`src/rtl/demux2_reg.sv`:
```
// rtl/demux2_reg.sv - registered 1-to-2 demux with per-output holding registers
// A stalled sink only back-pressures words addressed to it; the other path keeps flowing.
module demux2_reg #(
    parameter int N  = 64,
    parameter int CW = 16
) (
    input  logic          clk,
    input  logic          reset,
    input  logic          in_valid,
    output logic          in_ready,
    input  logic [N-1:0]  in_data,
    input  logic          in_sel,
    output logic          out0_valid,
    input  logic          out0_ready,
    output logic [N-1:0]  out0_data,
    output logic          out1_valid,
    input  logic          out1_ready,
    output logic [N-1:0]  out1_data,
    output logic [CW-1:0] cnt0,
    output logic [CW-1:0] cnt1,
    output logic          busy
);

    logic          out0_valid_q, out0_valid_d;
    logic          out1_valid_q, out1_valid_d;
    logic [N-1:0]  out0_data_q, out0_data_d;
    logic [N-1:0]  out1_data_q, out1_data_d;
    logic [CW-1:0] cnt0_q, cnt0_d;
    logic [CW-1:0] cnt1_q, cnt1_d;

    logic room0, room1;
    logic load0, load1;
    logic drain0, drain1;

    // in_ready never looks at in_valid, so upstream may derive valid from ready.
    assign room0    = !out0_valid_q || out0_ready;
    assign room1    = !out1_valid_q || out1_ready;
    assign in_ready = reset && (in_sel ? room1 : room0);

    assign load0  = in_valid && in_ready && !in_sel;
    assign load1  = in_valid && in_ready && in_sel;
    assign drain0 = out0_valid_q && out0_ready;
    assign drain1 = out1_valid_q && out1_ready;

    always_comb begin
        out0_valid_d = out0_valid_q;
        out0_data_d  = out0_data_q;
        out1_valid_d = out1_valid_q;
        out1_data_d  = out1_data_q;
        cnt0_d       = cnt0_q;
        cnt1_d       = cnt1_q;

        if (load0) begin
            out0_valid_d = 1'b1;
            out0_data_d  = in_data;
        end else if (drain0) begin
            out0_valid_d = 1'b0;
        end

        if (load1) begin
            out1_valid_d = 1'b1;
            out1_data_d  = in_data;
        end else if (drain1) begin
            out1_valid_d = 1'b0;
        end

        if (drain0) cnt0_d = cnt0_q + 1'b1;
        if (drain1) cnt1_d = cnt1_q + 1'b1;
    end

    always_ff @(posedge clk or negedge reset) begin
        if (!reset) begin
            out0_valid_q <= 1'b0;
            out1_valid_q <= 1'b0;
            out0_data_q  <= '0;
            out1_data_q  <= '0;
            cnt0_q       <= '0;
            cnt1_q       <= '0;
        end else begin
            out0_valid_q <= out0_valid_d;
            out1_valid_q <= out1_valid_d;
            out0_data_q  <= out0_data_d;
            out1_data_q  <= out1_data_d;
            cnt0_q       <= cnt0_d;
            cnt1_q       <= cnt1_d;
        end
    end

    assign out0_valid = out0_valid_q;
    assign out1_valid = out1_valid_q;
    assign out0_data  = out0_data_q;
    assign out1_data  = out1_data_q;
    assign cnt0       = cnt0_q;
    assign cnt1       = cnt1_q;
    assign busy       = out0_valid_q || out1_valid_q;

endmodule
```
`config.mk`:
```
export PLATFORM = sky130hd
export DESIGN_NAME = demux2_reg
export DESIGN_NICKNAME = d
export VERILOG_FILES = /design/src/rtl/demux2_reg.sv
export SDC_FILE = /design/constraint.sdc
export NUM_CORES = 1
export LEC_CHECK = 0
export BUFFER_PORTS_ARGS = -buffer_cell sky130_fd_sc_hd__buf_2
export CAP_MARGIN = 25
export CORE_AREA = 8 8 129 131
export DETAILED_ROUTE_END_ITERATION = 12
export DIE_AREA = 0 0 137 139
export PLACE_DENSITY_LB_ADDON = 0.12
export SLEW_MARGIN = 20
export SYNTH_ARGS = -nofsm -noshare
export SYNTH_HDL_FRONTEND = slang
export SYNTH_SLANG_ARGS = --single-unit
```
`constraint.sdc`:
```
create_clock -name clk -period 1.5 [get_ports clk]
set_input_delay 0.225 -clock clk [delete_from_list [all_inputs] [get_ports clk]]
set_output_delay 0.225 -clock clk [all_outputs]
set_load 0.05 [all_outputs]
```
Word-level counts from Yosys, hierarchy flattened

Index checks and enable logic that the tools add are counted.

Add/subtract/negate cells: 2
Mux-type cells: 5
Reductions and logical operators: 14

Operators with widths:

| kind                                                            | count |
|---|---|
| 16-bit by 1-bit adder with 16-bit output, second input constant | 2 |
| 1-bit logical AND                                               | 6 |
| 1-bit 2-to-1 mux                                                | 5 |
| 2-bit nonzero test                                              | 2 |
| 1-bit zero test                                                 | 3 |
| 1-bit logical OR                                                | 3 |

Register bits after elaboration: 162
Input port bits: 70
Logic and storage cells: 27

Logic depth before layout (Yosys ltp)

Gate-level depths: netlist of run 1.

Depth in word-level cells: 7
Mapped depth: 5
Gate-level depth less buffers: 5

Worst setup path after synthesis of run 1

No wires, ideal clock.

Kind: register to register
From: register cnt1_q[0], in the netlist cnt1[0]
To: register cnt1_q[12], in the netlist cnt1[12]
Setup time: 0.141 ns
Arrival time: 1.649 ns
Setup slack: -0.290 ns
Stages on the path, launching flop included: 6
Cell sequence: dfrtp_1 -> ha_1 -> nand3_1 -> nor4_4 -> nand3_1 -> xnor2_1

Cells in the longest elaborated chain, start to end: 1

Ends and longest elaborated chain:

| item                                     | RTL line | RTL |
|---|---|---|
| from (decl)                              | 29       | `logic [CW-1:0] cnt1_q, cnt1_d;` |
| from (signal assigned)                   | 85       | `cnt1_q <= cnt1_d;` |
| 16-bit by 1-bit adder with 16-bit output | 68       | `if (drain1) cnt1_d = cnt1_q + 1'b1;` |

No other way between the ends.
A chain may end at the register's enable or synchronous reset.

Worst setup path in the final report of run 1

From: register out0_valid_q, in the netlist out0_valid
To: register out0_data_q[29], in the netlist out0_data[29]

Cells in the longest elaborated chain, start to end: 6

Ends and longest elaborated chain:

| item                           | RTL line | RTL |
|---|---|---|
| from (decl)                    | 24       | `logic out0_valid_q, out0_valid_d;` |
| from (signal assigned)         | 80       | `out0_valid_q <= out0_valid_d;` |
| 1-bit zero test                | 36       | `assign room0 = !out0_valid_q \|\| out0_ready;` |
| 1-bit logical OR               | 36       |  |
| 1-bit 2-to-1 mux               | 38       | `assign in_ready = reset && (in_sel ? room1 : room0);` |
| 1-bit logical AND              | 38       |  |
| 1-bit logical AND (2 in a row) | 40       | `assign load0 = in_valid && in_ready && !in_sel;` |
| to (signal assigned)           | 82       | `out0_data_q <= out0_data_d;` |
| to (decl)                      | 26       | `logic [N-1:0] out0_data_q, out0_data_d;` |

No other way between the ends.

==> flow_summary.yaml, run 1 <==
sta:
  hold_viol: 76
  drv_slew: 0
  slew_headroom_pct: 64.49
  finalSetupViolCount: 68
  fin_crit_sh_pct: 107.0
  fin_tns_setup_ps: -4836
  finClkSkew_ps: 7.207
  rsz0062_at_grt: "yes"
  fmax_ghz: 0.6233
  tightest_slew_ps: 532.6
  layout_min_cycle_time_ps: 1604
  fin_ws_ps: -104.4
  holdWs_ps: -134.9
worst_setup_path:
  worst-path-stages: 5
  cp.required_ps: 1800
  crit_path_end: "out0_data[29]"
  cpPeakStageDelay_ps: 400
  crit_path_start_kind: "flop"
  path_max_fanout: 13
  r2r-end: "out0_data[29]"
  crit_type: "reg -> reg"
  worst_ep_arrival_time_ps: 1910
  cpMaxStageDelayCell: "dfrtp_2"
  setup.worst_path.end_class: "flop"
  crit_family: "simple AND/OR/NAND/NOR gates"
  reg2reg_depth: 5
  critPathLaunch: "out0_valid"
  crit_chain: "nand2b_1 -> nor3b_4 -> buf_4 -> buf_12 -> mux2_4"
  rrSetupSlack_ps: -100
  regToRegStartpoint: "out0_valid"
  cp_num_buf_inv: 2
clock_tree:
  path_clk_slew_ps: 60
  cts_sinks: 162
  cts_tree: "yes"
  clk_path_buf_depth: 2
  htree_levels: 4
  numCtsBuffers: 17
  root_buffer: "clkbuf_16"
  clkLatencyLatePin_ps: 420
outcome:
  outcome: "finished with violations"
  violations: "hold timing, setup timing"
placement:
  gp_congestion: 0.7454
  preCtsSetupSlack_ps: -49.21
  place_inst: 832
  portBuffers: 233
  hpwl_um: 11800
logic_synthesis:
  synth_cell_types: 27
  avgSynthCellArea_um2: 16.23
  synth_edf_count: 0
  syn_nets: 471
  ys_ff_latch: 162
  synth_area_leaders: "dfrtp_1 (63%), mux2_2 (13%), mux2_4 (11%)"
  yosysWarnings: 0
  syn-cell-area_um2: 6475
  synthCells: 399
  synthFlopType: "dfrtp_1"
  ys_seq_area_share_pct: 62.61
  synthArstFlopShare_pct: 100.0
  synth_top_area_share_pct: 62.61
  yosysTopAreaCell: "dfrtp_1"
global_route:
  grt.overflow.total: 0
  grt_max_degree: 87
  grt_antenna_before_repair: 1
  track_usage_pct: 17.21
  first_global_vias: 4808
  grt_first_pass_wirelength_um: 25860
final_layout:
  final_cell_mix: "buf_2 (230), dfrtp_1 (142), mux2_4 (113)"
  nets: 757
  synthToLayoutAreaGrowth_pct: 44.37
  drive_gt1_share_pct: 67.62
  antenna_cells: 0
  finalNonFillerCells: 886
  fillers: 1172
  final_common_cell: "buf_2"
routing:
  vias_per_cell: 4.840
  drt-initial-drc-count: 126
  drc_errors: 0
  wire_per_inst_um: 19.40
  dr.pass1.iters: 4
  wl_um: 17190
  num_vias: 4288
  ant_nets: 0
floorplanning:
  die_y_um: 139
  ioPinCount: 234
  die-area_um2: 19040
  die_x_um: 137
  start_util_pct: 43.89
  rows: 45
  fp.coreArea_um2: 14750
power_and_ir_drop:
  power.total_uw: 16140
  leakage_uw: 0.004810
  ir_drop_mv: 1.030
  p_per_area_nw_per_um2: 1727
min_path:
  hold_class: "in -> async"
job:
  maxCapViolCount: 0
-- cell families (layout without fill, tap and decap cells) --
group,Yosys count,in the layout,share of synthesized area (%)
xor+xnor,30,30,4.058
compound gates,2,2,0.2318
buf+inv,16,315,2.396
mux,130,130,25.45
simple gates,57,57,4.870
flops,162,162,62.61
fa+ha+maj,2,2,0.3864
-- Yosys cell counts (2+ instances only) --
library cell,number
buf_6,12
nand3_1,9
ha_1,2
inv_1,2
nand4_1,10
nand2_1,14
xnor2_1,23
nand2b_1,2
and3_1,3
xor2_1,7
mux2_4,49
nor3_1,2
mux2_1,7
nor2_1,7
or2_2,2
dfrtp_1,162
mux2_2,74
and2_1,3
-- worst min-delay path by stage --
| stage | start | to | slack [ps] | cells after the start |
|---|---|---|---|---|
| detailed placement | reset | cnt1[10] | 320 | 2 |
| CTS | reset | cnt1[10] | -130 | 2 |
| floorplan | reset | cnt0[0] | -70 | 0 |
| global route | reset | cnt1[10] | -110 | 2 |
| finish | reset | cnt1[10] | -130 | 2 |
| global placement | reset | cnt1[10] | 320 | 2 |
-- sequential cells by signal, indices dropped and copies added (netlist names) --
signal      count
out1_valid      1
out0_data      64
cnt0           16
out0_valid      1
out1_data      64
cnt1           16
-- per-stage QoR --
stage          area [um^2]  hold slack, ps  utilization [%]
6_report              9348          -134.9            63.37
5_1_grt               9348          -106.4            63.37
2_1_floorplan         6538          -70.59                -
4_1_cts               9000          -132.1            61.01
3_5_place_dp          8102           321.3            54.92
3_3_place_gp          8102           316.2            54.92
-- final cells by class --
cell class                      instances  area, um^2  share of cell area [%]
Timing Repair Buffer                  281        1883                   20.14
Inverter                                2       7.507                 0.08031
Tap cell                              188       235.2                   2.516
Clock buffer                           17       425.4                   4.551
Sequential cell                       162        4079                   43.64
Multi-Input combinational cell        221        2546                   27.24
Clock inverter                         15       171.4                   1.834
-- repair_timing --
| item | CTS | global route |
|---|---|---|
| buffers inserted | 11 | 3 |
| gates resized for setup | 53 | 38 |
| setup endpoints to repair | 109 | 136 |
| endpoints found under the hold margin | 76 | 76 |
| pin swaps | 1 | 2 |
| gates cloned | 1 | 8 |
-- routing by layer --
| metal | vias up | GRT usage [%] | wire, um |
|---|---|---|---|
| li1 | 1966 | - | - |
| met1 | 2158 | 20.40 | 6914 |
| met2 | 144 | 27.34 | 8458 |
| met3 | 18 | 7.536 | 1605 |
| met4 | 2 | 5.549 | 195 |
| met5 | - | 0 | 13 |
-- power by group --
group / total, uW / switching [uW] / internal, uW
Sequential: 5820 / 574 / 5240
Clock: 4360 / 1860 / 2500
Combinational: 5960 / 4100 / 1860
Power figures use the tool's default switching activity.
==> run 2, diff against run 1 <==
Settings changed: CELL_PAD_IN_SITES_DETAIL_PLACEMENT set to 0, CELL_PAD_IN_SITES_GLOBAL_PLACEMENT set to 1, CORE_AREA 8 8 129 131 to 8 8 144 146, DIE_AREA 0 0 137 139 to 0 0 152 154.
==> run 2 against run 1 <==
The flow finishes with violations (setup timing). Clock power rose by 12%. Non-clock buffer count down 4. Routed wire length is 4.6% higher. Critical endpoint is now in_ready. Core utilization down 13 points. Flip-flop and latch count is the same.
==> flow_summary.yaml, run 2 (same netlist as run 1, synthesis figures left out) <==
outcome:
  outcome: "finished with violations"
  violations: "setup timing"
routing:
  drt-initial-drc-count: 219
  wire_per_inst_um: 19.39
  dr.pass1.iters: 4
  vias_per_cell: 4.670
  wl_um: 17970
  drc_errors: 0
  num_vias: 4329
  ant_nets: 0
floorplanning:
  start_util_pct: 35.08
  die_y_um: 154
  rows: 50
  die_x_um: 152
  ioPinCount: 234
  fp.coreArea_um2: 18460
  die-area_um2: 23410
power_and_ir_drop:
  p_per_area_nw_per_um2: 1781
  ir_drop_mv: 0.7624
  leakage_uw: 0.004775
  power.total_uw: 16660
global_route:
  grt_first_pass_wirelength_um: 27070
  track_usage_pct: 14.64
  grt_max_degree: 89
  first_global_vias: 4766
  grt_antenna_before_repair: 1
  grt.overflow.total: 0
placement:
  place_area_um2: 8157
  hpwl_um: 12170
  preCtsSetupSlack_ps: -149.5
  place_inst: 881
  portBuffers: 233
  gp_congestion: 0.7404
sta:
  slew_headroom_pct: 50.70
  finClkSkew_ps: 7.485
  fin_crit_sh_pct: 104.8
  tightest_slew_ps: 739.5
  rsz0062_at_grt: "yes"
  drv_slew: 0
  hold_viol: 0
  fmax_ghz: 0.6361
  fin_ws_ps: -72.15
  fin_tns_setup_ps: -2130
  finalSetupViolCount: 62
  layout_min_cycle_time_ps: 1572
job:
  maxCapViolCount: 0
clock_tree:
  cts_sinks: 162
  cts_tree: "yes"
  numCtsBuffers: 17
  htree_levels: 4
  root_buffer: "clkbuf_16"
  clkLatencyLatePin_ps: 420
  clk_path_buf_depth: 2
  path_clk_slew_ps: 70
worst_setup_path:
  path_max_fanout: 2
  crit_type: "reg -> out"
  cp_num_buf_inv: 2
  crit_path_start_kind: "flop"
  crit_family: "flip-flops"
  cp.required_ps: 1270
  setup.worst_path.end_class: "primary output"
  worst_ep_arrival_time_ps: 1350
  worst-path-stages: 4
  reg2reg_depth: 5
  cpMaxStageDelayCell: "dfrtp_2"
  cpPeakStageDelay_ps: 350
  crit_chain: "nand2b_1 -> buf_4 -> o211a_1 -> buf_6"
min_path:
  hold_class: "in -> reg"
  whs_path_depth: 2
final_layout:
  finalNonFillerCells: 927
  fin_area_um2: 9351
  synthToLayoutAreaGrowth_pct: 44.43
  drive_gt1_share_pct: 67.10
  final_common_cell: "buf_2"
  nets: 753
  antenna_cells: 0
  final_cell_mix: "buf_2 (229), dfrtp_1 (142), mux2_4 (113)"
## run 2: cell types whose count changed in the layout (fill, tap and decap cells not counted), moves of 2 or more
cell,before,now
buf_8,4,1
inv_6,6,1
bufinv_16,2,6
buf_12,12,10
clkbuf_16,24,21
buf_4,20,25
buf_6,7,5
## run 2: what timing repair did
action / in CTS / in global routing
pin swaps: 0 / 1
setup endpoints to repair: 66 / 80
hold endpoints to repair: 16 / 0
hold buffers: 1 / 0
resized for setup: 20 / 63
setup buffers: 2 / 5
gates cloned: 2 / 5
## run 2: cell type report
class	instances	area (um^2)
inverters	2	7.507
clock buffers	18	429.2
flip-flops and latches	162	4079
repair buffers	277	1770
fillers	1638	9104
well taps	234	292.8
multi-input cells	221	2539
clock inverters	13	234.0
## run 2: report_power, final
part	total, uW	leakage [uW]	internal [uW]	switching (uW)
clock network	4900	0.000324	3120	1780
logic	5950	0.00251	1830	4120
registers	5800	0.00194	5240	555
total	16700	0.00477	10200	6450
## run 2: metrics by stage
step | hold WS, ps | util (%)
after global placement | 213.6 | 44.20
after global routing | 35.36 | 50.67
after CTS | 14.82 | 48.58
after floorplan | -70.59 | -
after detailed placement | 209.0 | 44.20
final | 48.15 | 50.67
## run 2: path summary, 6_finish.rpt
| path | startpoint | slack, ps | to |
|---|---|---|---|
| max | out0_valid | -70 | in_ready |
| min | in_data[6] | 50 | out0_data[6] |
| max reg2reg | out0_valid | -60 | out0_data[23] |
| min reg2reg | cnt0[15] | 470 | cnt0[15] |
| max in group asynchronous | reset | 400 | out1_data[13] |
| min in group asynchronous | reset | 60 | out0_valid |
## run 2: routing by layer
layer / up-vias / GRT usage (%) / wire length [um]
met4: 2 / 5.426 / 267
met3: 19 / 6.979 / 1513
met1: 2213 / 16.54 / 7490
met2: 140 / 23.78 / 8688
met5: - / 0 / 12
li1: 1955 / - / -
==> run 3, diff against run 2 <==
Settings changed: ABC_AREA set to 1, CORE_AREA 8 8 144 146 to 8 8 153 155, DIE_AREA 0 0 152 154 to 0 0 161 163.
==> run 3 against run 2 <==
Sequential power down 3%. Flip-flop and latch count is the same. Cell count is 36% higher. Clock skew grew 4.2 ps. Sequential share of layout area increased by 1.3 points. The flow finishes with violations (hold timing). Total power down 8.7%. Clock-buffer cell count rose by 1. Non-clock buffer count is 22 lower. Register-to-register slack improved by 150 ps. Global-route usage is 1.6 points higher. Critical endpoint unchanged. Die area rose by 12%. Setup slack improved by 73 ps.
==> flow_summary.yaml, run 3 <==
outcome:
  outcome: "finished with violations"
  violations: "hold timing"
global_route:
  track_usage_pct: 16.25
  grt_antenna_before_repair: 3
  grt_first_pass_wirelength_um: 33780
  first_global_vias: 5834
  grt.overflow.total: 0
  grt_max_degree: 105
final_layout:
  drive_gt1_share_pct: 31.31
  synthToLayoutAreaGrowth_pct: 33.39
  finalNonFillerCells: 1265
  seq_area_um2: 4063
  final_cell_mix: "nand2_1 (238), buf_2 (231), dfrtp_1 (155)"
  fillers: 2095
  fin_util_pct: 43.40
  nets: 1050
  antenna_cells: 0
  multi_input_area_um2: 2211
  final_common_cell: "nand2_1"
floorplanning:
  rows: 53
  die_x_um: 161
  ioPinCount: 234
  die_y_um: 163
  fp.coreArea_um2: 20820
  start_util_pct: 32.53
  die-area_um2: 26240
sta:
  fin_crit_sh_pct: 99.92
  finClkSkew_ps: 11.73
  hold_viol: 26
  tightest_slew_ps: 778.8
  fmax_ghz: 0.6672
  slew_headroom_pct: 48.08
  rsz0062_at_grt: "yes"
  drv_slew: 0
  fin_ws_ps: 1.265
  layout_min_cycle_time_ps: 1499
  finalSetupViolCount: 0
  holdWs_ps: -26.17
routing:
  drc_errors: 0
  wire_per_inst_um: 16.87
  wl_um: 21340
  ant_nets: 0
  vias_per_cell: 4.491
  drt-initial-drc-count: 260
  num_vias: 5681
  dr.pass1.iters: 7
logic_synthesis:
  synth_top_area_share_pct: 59.84
  syn_nets: 818
  syn-cell-area_um2: 6774
  synthFlopType: "dfrtp_1"
  yosysMostFrequentCell: "nand2_1"
  yosysTopAreaCell: "dfrtp_1"
  synth_edf_count: 0
  avgSynthCellArea_um2: 9.080
  ys_seq_area_share_pct: 59.84
  synthCells: 746
  synthTopCellsByCount: "nand2_1 (239), dfrtp_1 (162), inv_1 (87)"
  synthArstFlopShare_pct: 100.0
  synth_area_leaders: "dfrtp_1 (60%), nand2_1 (13%), nand4_1 (6.9%)"
  yosysWarnings: 0
  ys_ff_latch: 162
  synth_cell_types: 25
clock_tree:
  htree_levels: 4
  cts_tree: "yes"
  root_buffer: "clkbuf_16"
  numCtsBuffers: 17
  path_clk_slew_ps: 60
  clk_path_buf_depth: 2
  clkLatencyLatePin_ps: 420
  cts_sinks: 162
placement:
  gp_congestion: 0.7352
  hpwl_um: 15120
  place_inst: 1228
  preCtsSetupSlack_ps: -23.06
  portBuffers: 233
power_and_ir_drop:
  leakage_uw: 0.005030
  ir_drop_mv: 0.6482
  power.total_uw: 15220
  p_per_area_nw_per_um2: 1684
worst_setup_path:
  worst_ep_arrival_time_ps: 1270
  setup.worst_path.end_class: "primary output"
  crit_path_start_kind: "flop"
  crit_type: "reg -> out"
  cp.required_ps: 1270
  rrSetupSlack_ps: 90
  path_max_fanout: 4
job:
  maxCapViolCount: 0
min_path:
  hold_class: "in -> async"
[run 3: final cells by class]
| class | count | area share, % |
|---|---|---|
| clock buffers | 19 | 4.902 |
| repair buffers | 255 | 16.19 |
| inverters | 88 | 3.655 |
| well taps | 275 | 3.808 |
| flip-flops and latches | 162 | 44.96 |
| multi-input cells | 454 | 24.47 |
| clock inverters | 12 | 2.022 |
[run 3: critical path: stages, from the launching register on]
cell and delay (ps):
dfrtp_2 430, inv_2 80, nor3_2 50, nor2_4 130, buf_8 160
[run 3: timing repair]
action,4_1_cts,5_1_grt
gates resized for setup,5,9
cloned,0,1
pin swaps,2,2
endpoints found under the setup margin,5,34
hold endpoints to repair,104,0
hold buffers,1,0
buffers inserted,2,2
[run 3: per-stage QoR]
stage                     setup TNS, ps  hold slack (ps)  area, um^2
after floorplan                  -24.14           -70.59        6783
after global placement           -196.2            375.4        8297
after detailed placement         -57.48            379.1        8297
after CTS                        -19.55            14.70        8964
after global routing             -59.26            40.56        9036
final                                 0           -26.17        9036
[run 3: logic make-up (layout without fill, tap and decap cells)]
group	after synthesis	count (layout)	share of synthesized area (%)
flops	162	162	59.84
mux	2	2	0.3324
compound gates	69	69	5.098
simple gates	360	360	23.59
xor+xnor	21	21	2.715
fa+ha+maj	2	2	0.3694
buf+inv	130	374	8.053
[run 3: where the power goes]
part	leakage [uW]	internal, uW	switching, uW
clock	0.000296	2840	1830
sequential	0.00203	5130	519
combinational	0.00270	1030	3870
total	0.00503	9000	6220
[run 3: worst paths after layout]
path,startpoint,to,depth (start not counted)
min in group clk,out0_ready,out0_valid,2
max,out0_valid,in_ready,4
max reg2reg,out0_valid,out0_data[6],8
min,reset,out1_data[35],2
max in group asynchronous,reset,cnt0[0],3
min reg2reg,out0_data[4],out0_data[4],2
[run 3: metal layers]
| metal | track usage [%] | part of all wire, % |
|---|---|---|
| met3 | 6.218 | 7.9 |
| met1 | 21.26 | 45 |
| met2 | 24.96 | 46 |
| met5 | 0 | 0.16 |
| met4 | 3.956 | 1.1 |
